**src/rtl/stage_decode_hs_pkg.sv**
```systemverilog
// Shared types for the handshaked ID stage: opcodes, branch codes, control and ID-EX packets.
package stage_decode_hs_pkg;

    localparam logic [6:0] OP_LUI    = 7'b0110111;
    localparam logic [6:0] OP_AUIPC  = 7'b0010111;
    localparam logic [6:0] OP_JAL    = 7'b1101111;
    localparam logic [6:0] OP_JALR   = 7'b1100111;
    localparam logic [6:0] OP_BRANCH = 7'b1100011;
    localparam logic [6:0] OP_LOAD   = 7'b0000011;
    localparam logic [6:0] OP_STORE  = 7'b0100011;
    localparam logic [6:0] OP_IMM    = 7'b0010011;
    localparam logic [6:0] OP_REG    = 7'b0110011;

    localparam logic [2:0] BR_EQ  = 3'b000;
    localparam logic [2:0] BR_NE  = 3'b001;
    localparam logic [2:0] BR_LT  = 3'b100;
    localparam logic [2:0] BR_GE  = 3'b101;
    localparam logic [2:0] BR_LTU = 3'b110;
    localparam logic [2:0] BR_GEU = 3'b111;

    typedef enum logic [0:0] {StIdle, StStall} decode_hazard_e;
    typedef enum logic [1:0] {Op1Rs1, Op1Pc, Op1Zero} op1_sel_e;
    typedef enum logic [2:0] {Op2Rs2, Op2ImmI, Op2ImmS, Op2ImmU, Op2ImmJ, Op2Zero} op2_sel_e;
    typedef enum logic [1:0] {WbAlu, WbMem, WbPc4} wb_sel_e;

    typedef struct packed {
        op1_sel_e   op1_sel;
        op2_sel_e   op2_sel;
        logic [3:0] alu_fun;
        logic       mem_rd;
        logic       mem_wr;
        logic       reg_wr;
        wb_sel_e    wb_sel;
        logic       uses_rs1;
        logic       uses_rs2;
    } ctrl_t;

    typedef struct packed {
        logic        instr_valid;
        logic [2:0]  func3;
        logic [3:0]  alu_fun;
        logic [31:0] alu_op1;
        logic [31:0] alu_op2;
        logic [31:0] store_data;
        logic        mem_rd;
        logic        mem_wr;
        logic        reg_wr;
        logic [4:0]  reg_wr_addr;
        logic [1:0]  wb_sel;
        logic [31:0] pc_plus_four;
    } id_ex_reg_t;

    // Control decode; alu_fun is {funct7[5], func3} for ALU ops and ADD otherwise.
    function automatic ctrl_t decode_ctrl(input logic [6:0] opcode, input logic [2:0] func3,
                                          input logic funct7_5);
        ctrl_t c;
        c          = '0;
        c.op1_sel  = Op1Zero;
        c.op2_sel  = Op2Zero;
        c.wb_sel   = WbAlu;
        c.uses_rs1 = 1'b1;
        case (opcode)
            OP_LUI:    begin c.op2_sel = Op2ImmU; c.reg_wr = 1'b1; c.uses_rs1 = 1'b0; end
            OP_AUIPC:  begin
                c.op1_sel = Op1Pc; c.op2_sel = Op2ImmU; c.reg_wr = 1'b1; c.uses_rs1 = 1'b0;
            end
            OP_JAL:    begin
                c.op1_sel = Op1Pc; c.op2_sel = Op2ImmJ; c.reg_wr = 1'b1; c.wb_sel = WbPc4;
                c.uses_rs1 = 1'b0;
            end
            OP_JALR:   begin
                c.op1_sel = Op1Rs1; c.op2_sel = Op2ImmI; c.reg_wr = 1'b1; c.wb_sel = WbPc4;
            end
            OP_BRANCH: begin c.op1_sel = Op1Rs1; c.op2_sel = Op2Rs2; c.uses_rs2 = 1'b1; end
            OP_LOAD:   begin
                c.op1_sel = Op1Rs1; c.op2_sel = Op2ImmI; c.mem_rd = 1'b1; c.reg_wr = 1'b1;
                c.wb_sel = WbMem;
            end
            OP_STORE:  begin
                c.op1_sel = Op1Rs1; c.op2_sel = Op2ImmS; c.mem_wr = 1'b1; c.uses_rs2 = 1'b1;
            end
            OP_IMM:    begin
                c.op1_sel = Op1Rs1; c.op2_sel = Op2ImmI; c.reg_wr = 1'b1;
                c.alu_fun = {(func3 == 3'b101) & funct7_5, func3};
            end
            OP_REG:    begin
                c.op1_sel = Op1Rs1; c.op2_sel = Op2Rs2; c.reg_wr = 1'b1; c.uses_rs2 = 1'b1;
                c.alu_fun = {funct7_5, func3};
            end
            default: ;
        endcase
        return c;
    endfunction

endpackage

```
**src/rtl/id_ex_queue.sv**
```systemverilog
// Synchronous FIFO for ID-EX packets; flush empties it, simultaneous push/pop on full is legal.
module id_ex_queue
    import stage_decode_hs_pkg::*;
#(
    parameter int unsigned Depth = 2,
    parameter type         T     = id_ex_reg_t
) (
    input  logic clk,
    input  logic rst_ni,
    input  logic flush,
    input  logic enq_valid,
    input  T     enq_data,
    input  logic deq_ready,
    output T     deq_data,
    output logic full,
    output logic empty
);
    localparam int unsigned PtrW = (Depth > 1) ? $clog2(Depth) : 1;
    localparam int unsigned CntW = $clog2(Depth) + 1;

    T                mem_q [Depth];
    logic [PtrW-1:0] wr_ptr_q, rd_ptr_q;
    logic [CntW-1:0] count_q;
    logic            do_enq, do_deq;

    function automatic logic [PtrW-1:0] next_ptr(input logic [PtrW-1:0] p);
        return (p == PtrW'(Depth - 1)) ? '0 : p + 1'b1;
    endfunction

    assign full     = (count_q == CntW'(Depth));
    assign empty    = (count_q == '0);
    assign do_deq   = deq_ready && !empty;
    assign do_enq   = enq_valid && (!full || do_deq);
    assign deq_data = mem_q[rd_ptr_q];

    always_ff @(posedge clk) begin
        if (!rst_ni || flush) begin
            wr_ptr_q <= '0;
            rd_ptr_q <= '0;
            count_q  <= '0;
        end else begin
            if (do_enq) wr_ptr_q <= next_ptr(wr_ptr_q);
            if (do_deq) rd_ptr_q <= next_ptr(rd_ptr_q);
            case ({do_enq, do_deq})
                2'b10:   count_q <= count_q + 1'b1;
                2'b01:   count_q <= count_q - 1'b1;
                default: ;
            endcase
        end
    end

    always_ff @(posedge clk) begin
        if (rst_ni && !flush && do_enq) mem_q[wr_ptr_q] <= enq_data;
    end

endmodule

```
**src/rtl/stage_decode_hs.sv**
```systemverilog
// RV32I decode stage with valid/ready handshakes, in-ID branch resolution and load-use stalls.
module stage_decode_hs
    import stage_decode_hs_pkg::*;
#(
    parameter int unsigned OUT_DEPTH         = 2,
    parameter int unsigned LOADUSE_STALL     = 1,
    parameter bit          EN_BRANCH_RESOLVE = 1'b1
) (
    input  logic        clk,
    input  logic        rst_ni,
    input  logic        if_valid_i,
    output logic        if_ready_o,
    input  logic [31:0] instr_i,
    input  logic [31:0] pc_i,
    input  logic [31:0] pc_plus_four_i,
    output logic [4:0]  rs1_addr_o,
    output logic [4:0]  rs2_addr_o,
    input  logic [31:0] rs1_data_i,
    input  logic [31:0] rs2_data_i,
    input  logic        ex_load_i,
    input  logic [4:0]  ex_rd_addr_i,
    input  logic        squash_i,
    output logic        redirect_o,
    output logic [31:0] redirect_addr_o,
    output logic        id_ex_valid_o,
    input  logic        id_ex_ready_i,
    output id_ex_reg_t  id_ex_o,
    output logic [31:0] bubble_cnt_o
);
    logic [6:0]     opcode;
    logic [2:0]     func3;
    ctrl_t          ctrl;
    logic [31:0]    imm_i, imm_s, imm_b, imm_u, imm_j, op1, op2, redirect_target;
    logic           br_cond, take_redirect, hazard, fire_in, q_full, q_empty;
    id_ex_reg_t     pkt;
    decode_hazard_e state_q;
    logic [2:0]     stall_cnt_q;
    logic           hz_done_q, redirect_q;
    logic [31:0]    redirect_addr_q, bubble_cnt_q;

    assign opcode     = instr_i[6:0];
    assign func3      = instr_i[14:12];
    assign ctrl       = decode_ctrl(opcode, func3, instr_i[30]);
    assign rs1_addr_o = instr_i[19:15];
    assign rs2_addr_o = instr_i[24:20];

    assign imm_i = {{20{instr_i[31]}}, instr_i[31:20]};
    assign imm_s = {{20{instr_i[31]}}, instr_i[31:25], instr_i[11:7]};
    assign imm_b = {{19{instr_i[31]}}, instr_i[31], instr_i[7], instr_i[30:25], instr_i[11:8], 1'b0};
    assign imm_u = {instr_i[31:12], 12'b0};
    assign imm_j = {{11{instr_i[31]}}, instr_i[31], instr_i[19:12], instr_i[20], instr_i[30:21],
                    1'b0};

    always_comb begin
        unique case (ctrl.op1_sel)
            Op1Rs1:  op1 = rs1_data_i;
            Op1Pc:   op1 = pc_i;
            default: op1 = '0;
        endcase
        unique case (ctrl.op2_sel)
            Op2Rs2:  op2 = rs2_data_i;
            Op2ImmI: op2 = imm_i;
            Op2ImmS: op2 = imm_s;
            Op2ImmU: op2 = imm_u;
            Op2ImmJ: op2 = imm_j;
            default: op2 = '0;
        endcase
    end

    always_comb begin
        case (func3)
            BR_EQ:   br_cond = (rs1_data_i == rs2_data_i);
            BR_NE:   br_cond = (rs1_data_i != rs2_data_i);
            BR_LT:   br_cond = ($signed(rs1_data_i) < $signed(rs2_data_i));
            BR_GE:   br_cond = ($signed(rs1_data_i) >= $signed(rs2_data_i));
            BR_LTU:  br_cond = (rs1_data_i < rs2_data_i);
            BR_GEU:  br_cond = (rs1_data_i >= rs2_data_i);
            default: br_cond = 1'b0;
        endcase
    end

    always_comb begin
        redirect_target = pc_i + imm_b;
        if (opcode == OP_JAL)       redirect_target = pc_i + imm_j;
        else if (opcode == OP_JALR) redirect_target = (rs1_data_i + imm_i) & ~32'd1;
    end

    assign take_redirect = (opcode == OP_JAL) || (opcode == OP_JALR) ||
                           (EN_BRANCH_RESOLVE && (opcode == OP_BRANCH) && br_cond);

    assign hazard = ex_load_i && (ex_rd_addr_i != 5'd0) &&
                    ((ctrl.uses_rs1 && (rs1_addr_o == ex_rd_addr_i)) ||
                     (ctrl.uses_rs2 && (rs2_addr_o == ex_rd_addr_i)));

    assign if_ready_o = rst_ni && !squash_i && (stall_cnt_q == 3'd0) && !(hazard && !hz_done_q) &&
                        (!q_full || id_ex_ready_i);
    assign fire_in    = if_valid_i && if_ready_o;

    always_comb begin
        pkt              = '0;
        pkt.instr_valid  = 1'b1;
        pkt.func3        = func3;
        pkt.alu_fun      = ctrl.alu_fun;
        pkt.alu_op1      = op1;
        pkt.alu_op2      = op2;
        pkt.store_data   = rs2_data_i;
        pkt.mem_rd       = ctrl.mem_rd;
        pkt.mem_wr       = ctrl.mem_wr;
        pkt.reg_wr       = ctrl.reg_wr;
        pkt.reg_wr_addr  = instr_i[11:7];
        pkt.wb_sel       = ctrl.wb_sel;
        pkt.pc_plus_four = pc_plus_four_i;
    end

    id_ex_queue #(
        .Depth (OUT_DEPTH),
        .T     (id_ex_reg_t)
    ) u_queue (
        .clk       (clk),
        .rst_ni    (rst_ni),
        .flush     (squash_i),
        .enq_valid (fire_in),
        .enq_data  (pkt),
        .deq_ready (id_ex_ready_i),
        .deq_data  (id_ex_o),
        .full      (q_full),
        .empty     (q_empty)
    );

    // hz_done lets the held instruction through once its bubbles have been served.
    always_ff @(posedge clk) begin
        if (!rst_ni) begin
            state_q      <= StIdle;
            stall_cnt_q  <= '0;
            hz_done_q    <= 1'b0;
            bubble_cnt_q <= '0;
        end else if (squash_i) begin
            state_q     <= StIdle;
            stall_cnt_q <= '0;
            hz_done_q   <= 1'b0;
        end else begin
            unique case (state_q)
                StIdle: begin
                    if (if_valid_i && hazard && !hz_done_q) begin
                        state_q     <= StStall;
                        stall_cnt_q <= 3'(LOADUSE_STALL);
                    end else if (fire_in) begin
                        hz_done_q <= 1'b0;
                    end
                end
                StStall: begin
                    stall_cnt_q <= stall_cnt_q - 3'd1;
                    if (bubble_cnt_q != 32'hFFFF_FFFF) bubble_cnt_q <= bubble_cnt_q + 32'd1;
                    if (stall_cnt_q == 3'd1) begin
                        state_q   <= StIdle;
                        hz_done_q <= 1'b1;
                    end
                end
                default: state_q <= StIdle;
            endcase
        end
    end

    always_ff @(posedge clk) begin
        if (!rst_ni) begin
            redirect_q      <= 1'b0;
            redirect_addr_q <= '0;
        end else begin
            redirect_q <= fire_in && take_redirect;
            if (fire_in && take_redirect) redirect_addr_q <= redirect_target;
        end
    end

    assign redirect_o      = redirect_q;
    assign redirect_addr_o = redirect_addr_q;
    assign id_ex_valid_o   = !q_empty;
    assign bubble_cnt_o    = bubble_cnt_q;

endmodule
```
**config.mk**
```make
export PLATFORM = sky130hd
export DESIGN_NAME = stage_decode_hs
export DESIGN_NICKNAME = d
export VERILOG_FILES = /design/src/rtl/stage_decode_hs_pkg.sv /design/src/rtl/id_ex_queue.sv /design/src/rtl/stage_decode_hs.sv
export SDC_FILE = /design/constraint.sdc
export NUM_CORES = 1
export LEC_CHECK = 0
export CAP_MARGIN = 10
export CELL_PAD_IN_SITES_DETAIL_PLACEMENT = 2
export CELL_PAD_IN_SITES_GLOBAL_PLACEMENT = 2
export CORE_MARGIN = 2
export CORE_UTILIZATION = 35
export CTS_BUF_LIST = sky130_fd_sc_hd__clkbuf_4 sky130_fd_sc_hd__clkbuf_8
export CTS_CLUSTER_SIZE = 24
export DETAILED_ROUTE_END_ITERATION = 8
export PLACE_DENSITY_LB_ADDON = 0.2
export REMOVE_ABC_BUFFERS = 1
export SLEW_MARGIN = 30
export SYNTH_ARGS = -nofsm -noshare
export SYNTH_HDL_FRONTEND = slang
export SYNTH_HIERARCHICAL = 1
export SYNTH_SLANG_ARGS = --single-unit
```
**constraint.sdc**
```tcl
create_clock -name clk -period 19.5 [get_ports clk]
set_clock_uncertainty 0.15 [all_clocks]
set_input_delay 3.9 -clock clk [delete_from_list [all_inputs] [get_ports clk]]
set_output_delay 3.9 -clock clk [all_outputs]
set_load 0.02 [all_outputs]
```
### Word level (Yosys, flattened, before mapping)

Memories as Yosys holds them, arrays and structs flattened. A register that Yosys moved wholly into a read port is not among the register bits.
Index checks and enable logic that the tools add are counted.

| word-level totals | value |
|---|---|
| register bits | 74 |
| RAM bits | 290 |
| bits of input ports | 171 |
| output and inout port bits | 223 |
| word-level logic and storage cells | 137 |
| memories kept | 1 |

| cells by class | value |
|---|---|
| add/subtract/negate cells | 9 |
| order comparisons | 4 |
| equal/unequal tests | 32 |
| muxes and demuxes | 30 |
| bitwise logic cells | 4 |
| reduce and logical (&&, ||, !) cells | 48 |

Memories:

| memory | words | bits a word | read ports | clocked after Yosys merged registers in | write ports | line | RTL |
|---|---|---|---|---|---|---|---|
| u_queue.mem_q | 2 | 145 | 1 | 1 | 1 | id_ex_queue.sv:21 | `T mem_q [Depth];` |

Operator list:

| cell | count |
|---|---|
| $pmux 32 s5 | 1 |
| $add 32x32->32 | 3 |
| $ge 32x32->1 | 2 |
| $lt 32x32->1 | 2 |
| $mux 32 | 2 |
| $pmux 32 s2 | 1 |
| $add 32x1->32 const B | 1 |
| $eq 32x32->1 | 1 |
| $ne 32x32->1 | 1 |
| $ne 32x32->1 const B | 1 |
| $eq 7x6->1 const B | 3 |
| $eq 7x7->1 const B | 3 |
| $logic_and 1x1->1 | 17 |
| $mux 1 | 16 |
| $eq 3x3->1 const B | 5 |
| $pmux 3 s5 | 1 |
| $eq 7x5->1 const B | 2 |
| $pmux 2 s2 | 3 |
| $eq 5x5->1 | 2 |
| $reduce_or 2->1 | 5 |
| $eq 3x1->1 const B | 3 |
| $logic_not 3->1 | 3 |
| $reduce_or 3->1 | 3 |
| $pmux 4 s2 | 1 |
| other kinds (24) | 45 |

### Logic depth before layout (Yosys ltp)

Gate-level depths: netlist of the first run.

| depth | value |
|---|---|
| depth after elaboration | 15 |
| mapped depth | 14 |
| depth with buffers taken out | 14 |

### Modules after synthesis

The synthesis of the first run kept the hierarchy.

Modules (own cells, without submodules):

| module | times used | cells each | area each (sq um) | seq. area each (sq um) |
|---|---|---|---|---|
| id_ex_queue | 1 | 485 | 10866.7 | 8868.5 |
| stage_decode_hs | 1 | 1247 | 9185.1 | 1401.3 |

### Worst setup path before layout of the first run

No wires, ideal clock.

| timing path | value |
|---|---|
| kind | input-to-reg |
| from | in instr_i[6] |
| to | mem u_queue/mem_q[1][0] in the netlist's numbering, enable pin |
| library setup time | 831 ps |
| arrival time | 15543 ps |
| data required time | 18519 ps |
| slack | 2976 ps |
| stages on the path | 11 |
| path buffers | 1 |
| path through | buf_2 -> nor2b_1 -> nand2b_1 -> a21oi_2 -> o22ai_1 -> nor4bb_1 -> nor3_2 -> nand2_1 -> inv_2 -> o21ai_2 -> nor3_1 |

| on the way | value |
|---|---|
| word-level cells in the longest chain between the ends | 15 |
| elaborated cells between the ends (all ways) | 23 |
| classes of those cells | 6 x eq/ne; 4 x mux; 13 x reduce/logical |

Ends and longest elaborated chain:

| item | line | RTL |
|---|---|---|
| start, declared | stage_decode_hs.sv:13 | `input logic [31:0] instr_i,` |
| $eq 7x7->1 (tied with other cells) | stage_decode_hs_pkg.sv:62 | `case (opcode)` |
| $reduce_or 3->1 (no source line) | -- |  |
| $mux 1 | stage_decode_hs_pkg.sv:62 |  |
| $logic_and 1x1->1 (on tied branches) | stage_decode_hs.sv:92, stage_decode_hs.sv:93 |  |
| $logic_or 1x1->1 (*) | stage_decode_hs.sv:92 | `((ctrl.uses_rs1 && (rs1_addr_o == ex_rd_addr_i)) \|\|` |
| $logic_and 1x1->1 (*) | stage_decode_hs.sv:91 | `assign hazard = ex_load_i && (ex_rd_addr_i != 5'd0) &&` |
| $logic_and 1x1->1 (*) | stage_decode_hs.sv:95 | `assign if_ready_o = rst_ni && !squash_i && (stall_cnt_q == 3'd0) && !(hazard && !hz_done_q) &&` |
| $logic_not 1->1 (*) | stage_decode_hs.sv:95 |  |
| $logic_and 1x1->1 (*) (2 in a row) | stage_decode_hs.sv:95 |  |
| named net if_ready_o | stage_decode_hs.sv:12 | `output logic if_ready_o,` |
| $logic_and 1x1->1 (*) | stage_decode_hs.sv:97 | `assign fire_in = if_valid_i && if_ready_o;` |
| named net fire_in | stage_decode_hs.sv:34 | `logic br_cond, take_redirect, hazard, fire_in, q_full, q_empty;` |
| $logic_and 1x1->1 (*) | id_ex_queue.sv:33 | `assign do_enq = enq_valid && (!full \|\| do_deq);` |
| $logic_and 1x1->1 (*) | id_ex_queue.sv:53 | `if (rst_ni && !flush && do_enq) mem_q[wr_ptr_q] <= enq_data;` |
| $mux 1 (*) | id_ex_queue.sv:53 |  |
| $mux 1 (implied by the code) (*) | id_ex_queue.sv:53 |  |
| end, declared | id_ex_queue.sv:21 |  |

The timed path passes the listed nets; every way through them passes the cells marked *.

### Worst setup path in the final report of the first run

| timing path | value |
|---|---|
| from | in instr_i[3] |
| to | out if_ready_o |

| on the way | value |
|---|---|
| word-level cells in the longest chain between the ends | 10 |
| elaborated cells between the ends (all ways) | 18 |
| classes of those cells | 6 x eq/ne; 2 x mux; 10 x reduce/logical |

Ends and longest elaborated chain:

| item | line |
|---|---|
| $eq 7x7->1 (tied with other cells) | stage_decode_hs_pkg.sv:62 |
| $reduce_or 3->1 (no source line) | -- |
| $mux 1 | stage_decode_hs_pkg.sv:62 |
| $logic_and 1x1->1 (on tied branches) | stage_decode_hs.sv:92, stage_decode_hs.sv:93 |
| $logic_or 1x1->1 (*) | stage_decode_hs.sv:92 |
| $logic_and 1x1->1 (*) | stage_decode_hs.sv:91 |
| $logic_and 1x1->1 (*) | stage_decode_hs.sv:95 |
| $logic_not 1->1 (*) | stage_decode_hs.sv:95 |
| $logic_and 1x1->1 (*) (2 in a row) | stage_decode_hs.sv:95 |
| end, declared | stage_decode_hs.sv:12 |

Every way passes the cells marked *; elsewhere a longest branch is shown, timed or not.

==> summary.txt, run 1 <==
Logic synthesis
  • EDFF count, synth: 292
  • Top FF cell, synth: edfxtp_1
  • Mapped cell area: about 20000 sq um
  • Mean Syn Cell Area: 11.6 sq um
  • Synth Instances: approximately 1700
  • Synth Register Bits: 367
  • Post-synth ARST share: 0
  • Sequential area share after synthesis: 0.512
  • Synth cell types: a little under 80
  • Ys Warns: 6

Drt
  • DRC: 0
  • Avg WL per Cell: 26.3 microns
  • Wirelength, routed: slightly below 80000 microns
  • Vias: 16100
  • Vias/cell: 5.44
  • Detail Route Antenna Nets: 0
  • DR iter-0 viols: 836
  • First drt pass iteration count: 5

Floorplanning
  • Initial Utilization: 0.355
  • Cell Rows: 87
  • I/O pin count: 394
  • Die width: 243 microns
  • Die H: 243 microns
  • Core Area: roughly 56000 sq um
  • Die area: approximately 59000 sq um

CTS
  • Clk Latency, worst-skew pair: roughly 0.65 ns
  • CTS tree: done
  • Inserted Clock Buffers: 69
  • Clock Tree Buf Depth: 3
  • Clock sink count: 367
  • H-tree levels: 3
  • Cts repair resizes: 0
  • Clock tree root buffer cell: clkbuf_8
  • Cts hold-fix bufs: 0
  • Clk pin slew, worst setup/hold paths: ~0.05 ns
  • Postcts setup bufs: 0

Power
  • Internal power: 1.39 mW
  • Comb power frac: 0.150
  • Leakage: ~9.7 nW
  • Design Power: 1.91 mW
  • Peak VDD IR: 0.0424 mV
  • Clock power share: 0.408
  • Switch share: 0.272
  • P_sw: 0.521 mW
  • Register share of total power: 0.442
  • Pwr Density: 73.2 nW/um^2

STA
  • Setup TNS: 0 ns
  • Min Tclk post-route: 11.29 ns
  • Period utilisation layout: 0.579
  • Least-Margin Pin Slew: 1.38 ns
  • Max Freq: 0.0886 GHz
  • # setup viols final: 0
  • Final Hold Fails: 0
  • Worst hold margin: 0.302 ns
  • Max-slew headroom: 0.0826
  • Pins Over Slew Limit: 0
  • RSZ-0062 raised after global routing: false

Global routing
  • First-pass GRT wire length: around 110000 microns
  • Vias in the first global route: 17800
  • Largest net degree at the start of global routing: 147
  • Overall routing resource usage: 0.259
  • Initial antenna violation count: 6
  • Global route overflow: 0

Setup path
  • Worst setup EP type: output pin
  • Critical path class: in -> out
  • Reg2reg start: bubble_cnt_o[12]$_SDFFE_PN0P_
  • Critical Path AT: 7.24 ns
  • Worst-path maximum fanout: 11
  • CP required: around 15 ns
  • CP startpoint: instr_i[3]
  • CP startpoint kind: input pin

Layout
  • Syn-to-layout area delta: 30.4%
  • Final Instance Area: 26100 sq um
  • Fill cells: 5715
  • Share of layout cells above drive strength 1: 0.142
  • Final Core Density: 0.463
  • Post-layout nets: ~2400

Place
  • Detailed Place HPWL: 58000 microns
  • PortBufs: slightly below 400
  • Placer congestion estimate: roughly 0.86
  • Placed cell area: 24700 sq um

Run status
  • Status: finished, final reports clean

Run
  • Number of max-cap violations: 0

Hold path
  • HP Class: reg -> reg
  • Hold path startpoint: redirect_addr_o[26]$_SDFFE_PN0P_
==> cell usage after synthesis, drive strengths merged, types with 21 or more instances <==
cell type  count  area (sq um)
o211ai        21           158
nand2        104           390
nand4         24           150
nand2b        29           181
clkbuf        50           278
dfxtp         75          1500
nor3          23           130
inv           68           255
ha           109          1360
edfxtp       292          8770
a21o          41           308
nand3         41           205
xnor2         38           333
o21ai         73           369
a22o          39           342
mux2         146          1640
xor2          65           569
buf           26           204
nor2         117           439
a21oi        124           624
==> cells by family after synthesis <==
kind of cell | synth area share
other cells | 0.000187
simple gates | 0.103
compound gates | 0.146
fa+ha+maj | 0.0710
mux | 0.0855
flops | 0.512
xor+xnor | 0.0450
buf+inv | 0.0368
==> worst paths after layout <==
path,endpoint,slack [ns],cells after the start
worst max register to register,bubble_cnt_o[18]$_SDFFE_PN0P_,16.18,10
worst max-delay path,if_ready_o,8.21,8
worst min register to register,redirect_addr_o[26]$_SDFFE_PN0P_,0.30,2
worst min-delay path,redirect_addr_o[26]$_SDFFE_PN0P_,0.30,2
==> per-layer routing <==
layer,part of all wire,track usage
met5,0,0
met3,0.058,0.0521
met4,0.030,0.0828
met1,0.41,0.317
met2,0.50,0.455
==> cell usage in the layout (no fill, tap or decap), types with 16 or more instances in the layout <==
cell             count
inv_1               66
ha_1               109
nor2_1             114
a22oi_1             19
nand4_1             24
a22o_1              39
dfxtp_1             74
edfxtp_1           292
nand2_1            104
nand3_1             41
xnor2_1             38
clkbuf_8            77
o21ai_1             33
nand2b_1            29
xor2_1              65
nor2b_1             17
nor3_1              18
o211ai_1            21
clkdlybuf4s50_1    392
mux2_2             146
clkbuf_4            25
o21ai_0             39
a211oi_1            16
buf_4               19
a21o_1              41
a21oi_1            120
==> per-stage QoR <==
| stage | setup slack, ns | instances |
|---|---|---|
| finish | 8.21 | 2965 |
| global route | 8.10 | 2959 |
| CTS | 8.32 | 2955 |
| detailed placement | 8.39 | 2828 |
| global placement | 8.48 | 2828 |
| floorplan | 3.12 | 1657 |
==> power by group through the flow <==
| stage | clock [mW] | combinational [mW] | sequential (mW) |
|---|---|---|---|
| 6_report | 0.781 | 0.287 | 0.845 |
| 5_1_grt | 0.837 | 0.311 | 0.845 |
| 4_1_cts | 0.803 | 0.287 | 0.845 |
| 3_5_place_dp | 0 | 0.283 | 0.861 |
| 3_3_place_gp | 0 | 0.273 | 0.861 |
| 2_1_floorplan | 0 | 0.154 | 0.863 |
==> area by class of cell <==
| class | count | area [sq um] | share of cell area |
|---|---|---|---|
| timing repair buffer | 415 | 4120 | 0.158 |
| antenna | 10 | 25.0 | 0.000957 |
| tap | 756 | 946 | 0.0362 |
| multi-input combinational | 1222 | 9090 | 0.348 |
| inverter | 68 | 255 | 0.00976 |
| clock buffer | 102 | 1250 | 0.0477 |
| clock inverter | 25 | 181 | 0.00694 |
| sequential | 367 | 10300 | 0.393 |
==> worst max-delay path, cell delays in order <==
cell and delay, ns:
clkdlybuf4s50_1 0.74, nand3b_1 0.44, nor2_1 0.20, nand2_1 0.17, o22ai_1 0.20, nor4bb_1 0.82, nor3_2 0.15, clkdlybuf4s50_1 0.62
==> state kept, by name, summed over array words and instances (netlist names), named ones only <==
name,flops
bubble_cnt_o,32
u_queue/mem_q,292
u_queue/wr_ptr_q,1
stall_cnt_q,3
u_queue/count_q,2
hz_done_q,1
u_queue/rd_ptr_q,1
redirect_addr_o,32
redirect_o,1
state_q,1
(Power assumes the default switching activity.)
==> inputs of run 2 (changes only) <==
==> constraint.sdc (replaced) <==
create_clock -name clk -period 11.2 [get_ports clk]
set_clock_uncertainty 0.15 [all_clocks]
set_input_delay 2.24 -clock clk [delete_from_list [all_inputs] [get_ports clk]]
set_output_delay 2.24 -clock clk [all_outputs]
set_load 0.02 [all_outputs]
==> summary.txt, run 2 (synthesized netlist as in run 1, its figures left out) <==
Power
  • P_sw: 0.912 mW (+75%)
  • Switch share: 0.279 (+0.00679)
  • Leakage: 9.65 nW (-0.79%)
  • Comb power frac: 0.155 (+0.005)
  • Internal power: 2.36 mW (+69%)
  • Pwr Density: 126 nW/um^2 (+72%)
  • Clock power share: 0.395 (-0.013)
  • Peak VDD IR: 0.0848 mV (+100%)
  • Register share of total power: 0.450 (+0.008)

CTS
  • Cts hold-fix bufs: 0 (unchanged)
  • Clock Tree Buf Depth: 3 (unchanged)
  • H-tree levels: 3 (unchanged)
  • Clock tree root buffer cell: clkbuf_8
  • Cts repair resizes: 0 (unchanged)
  • Postcts setup bufs: 0 (unchanged)
  • CTS tree: done
  • Inserted Clock Buffers: 68 (-1.4%)
  • Clk Latency, worst-skew pair: 0.66 ns (about the same)
  • Clk pin slew, worst setup/hold paths: 0.05 ns (about the same)
  • Clock sink count: 367 (unchanged)

Setup path
  • Critical path class: in -> out
  • CP Cell Sequence: clkdlybuf4s50_1 > nand3b_1 > nor2_1 > nand2_1 > o22ai_1 > nor4bb_2 > nor3_2 > clkdlybuf4s50_1
  • CP delay by family, top: simple AND/OR/NAND/NOR gates
  • Critical path's slowest cell: clkdlybuf4s50_1
  • Most frequent CP cell: clkdlybuf4s50_1
  • Worst setup EP type: output pin
  • CP required: 8.81 ns (-6.64 ns)
  • Largest stage delay, worst path: 0.74 ns (-0.08 ns)
  • WP buf/inv: 2 (unchanged)
  • CP startpoint kind: input pin
  • Worst-path maximum fanout: 11 (unchanged)
  • Critical Path AT: 5.52 ns (-1.72 ns)
  • CP startpoint: instr_i[3]
  • Reg2reg start: stall_cnt_q[0]$_SDFFE_PP0P_

Global routing
  • Vias in the first global route: 18200 (+1.8%)
  • Global route overflow: 0 (unchanged)
  • Overall routing resource usage: 0.268 (+0.00939)
  • Largest net degree at the start of global routing: 147 (unchanged)
  • First-pass GRT wire length: 119000 microns (+3.5%)
  • Initial antenna violation count: 7 (+1)

Place
  • Placer congestion estimate: 0.858 (about the same)
  • Dpl ws: 3.47 ns (-4.92 ns)
  • Detailed Place HPWL: 59200 microns (+2.1%)
  • PortBufs: 393 (unchanged)

STA
  • Max Freq: ~0.13 GHz
  • Pins Over Slew Limit: 0 (unchanged)
  • Final worst slack: 3.29 ns (-4.92 ns)
  • Period utilisation layout: 0.706
  • Final Hold Fails: 0 (unchanged)
  • Least-Margin Pin Slew: 1.03 ns (-0.343 ns)
  • Max-slew headroom: 0.311 (+0.229)
  • Worst hold margin: 0.309 ns (+0.00747 ns)
  • Min Tclk post-route: 7.91 ns
  • RSZ-0062 raised after global routing: false
  • # setup viols final: 0 (unchanged)

Layout
  • Commonest non-fill, non-tap cell in the layout: clkdlybuf4s50_1
  • Highest-count cells in the layout ignoring fill and taps: clkdlybuf4s50_1 (392), edfxtp_1 (292), mux2_2 (146)
  • Fill cells: 5747 (+0.56%)
  • Biggest register: u_queue/mem_q
  • Syn-to-layout area delta: 29.7%
  • Largest register FFs: 292 (unchanged)
  • Footprint of the multi-input gates: 9090 sq um (about the same)
  • Register Area: 10300 sq um (unchanged)
  • Post-layout nets: 2427 (+0.041%)
  • Final Core Density: 0.460 (-0.00233)
  • Share of layout cells above drive strength 1: 0.137 (-0.00504)

Drt
  • Wirelength, routed: 80500 microns (+3.2%)
  • Vias: 16400 (+1.6%)
  • First drt pass iteration count: 6 (+1)
  • DR iter-0 viols: 819 (-2.0%)
  • DRC: 0 (unchanged)
  • Avg WL per Cell: 27.3 microns (+3.8%)
  • Vias/cell: 5.56 (+2.2%)
  • Detail Route Antenna Nets: 0 (unchanged)

Floorplanning
  • Die H: 243 microns (unchanged)
  • I/O pin count: 394 (unchanged)
  • Initial Utilization: 0.355 (unchanged)
  • Core Area: 56500 sq um (unchanged)
  • Die area: 59200 sq um (unchanged)
  • Die width: 243 microns (unchanged)
  • Cell Rows: 87 (unchanged)

Run
  • Number of max-cap violations: 0 (unchanged)

Run status
  • Status: finished, final reports clean

Hold path
  • Hold path startpoint: redirect_addr_o[12]$_SDFFE_PN0P_
  • HP Class: reg -> reg
[run 2: cell count changes in the layout (fill, tap and decap cells not counted), sizes merged]
cell	previous run	this run
clkbuf	102	90
clkinv	19	14
diode	10	6
buf	23	25
clkinvlp	0	2
inv	73	72
[run 2: layout make-up]
cell class	count	area share
Antenna cell	6	0.000577
Clock buffer	90	0.0435
Clock inverter	21	0.00568
Inverter	68	0.00981
Multi-Input combinational cell	1222	0.349
Sequential cell	367	0.395
Tap cell	756	0.0364
Timing Repair Buffer	417	0.160
[run 2: tightest hold or removal path: stages, from the launching register on]
cell and delay (ns):
dfxtp_1 0.30, nand2_1 0.05, a21oi_1 0.05
[run 2: power groups by stage]
stage / clock network [mW] / logic, mW / registers (mW)
2_1_floorplan: 0 / 0.268 / 1.50
3_3_place_gp: 0 / 0.475 / 1.50
3_5_place_dp: 0 / 0.497 / 1.50
4_1_cts: 1.33 / 0.504 / 1.47
5_1_grt: 1.37 / 0.547 / 1.47
6_report: 1.29 / 0.506 / 1.47
[run 2: through the flow]
step / TNS, ns / power [mW] / cells / area (sq um)
4_1_cts: 0 / 3.30 / 2940 / 26000
3_5_place_dp: 0 / 2.00 / 2829 / 24700
6_report: 0 / 3.27 / 2947 / 26000
2_1_floorplan: -514.06 / 1.77 / 1657 / 19600
5_1_grt: 0 / 3.39 / 2946 / 26000
3_3_place_gp: 0 / 1.97 / 2829 / 24700
[run 2: worst paths after layout]
check	endpoint	slack, ns	cells after the start
setup reg to reg	u_queue/mem_q[0][30]$_DFFE_PP_	7.75	11
hold / removal	redirect_addr_o[12]$_SDFFE_PN0P_	0.31	2
hold reg to reg	redirect_addr_o[12]$_SDFFE_PN0P_	0.31	2
setup / recovery	if_ready_o	3.29	8
[run 2: layer usage]
layer	vias up	track usage	wire (microns)
met4	2	0.107	3140
li1	7368	-	-
met1	8366	0.328	33300
met5	-	0	9
met2	488	0.461	39800
met3	153	0.0550	4270
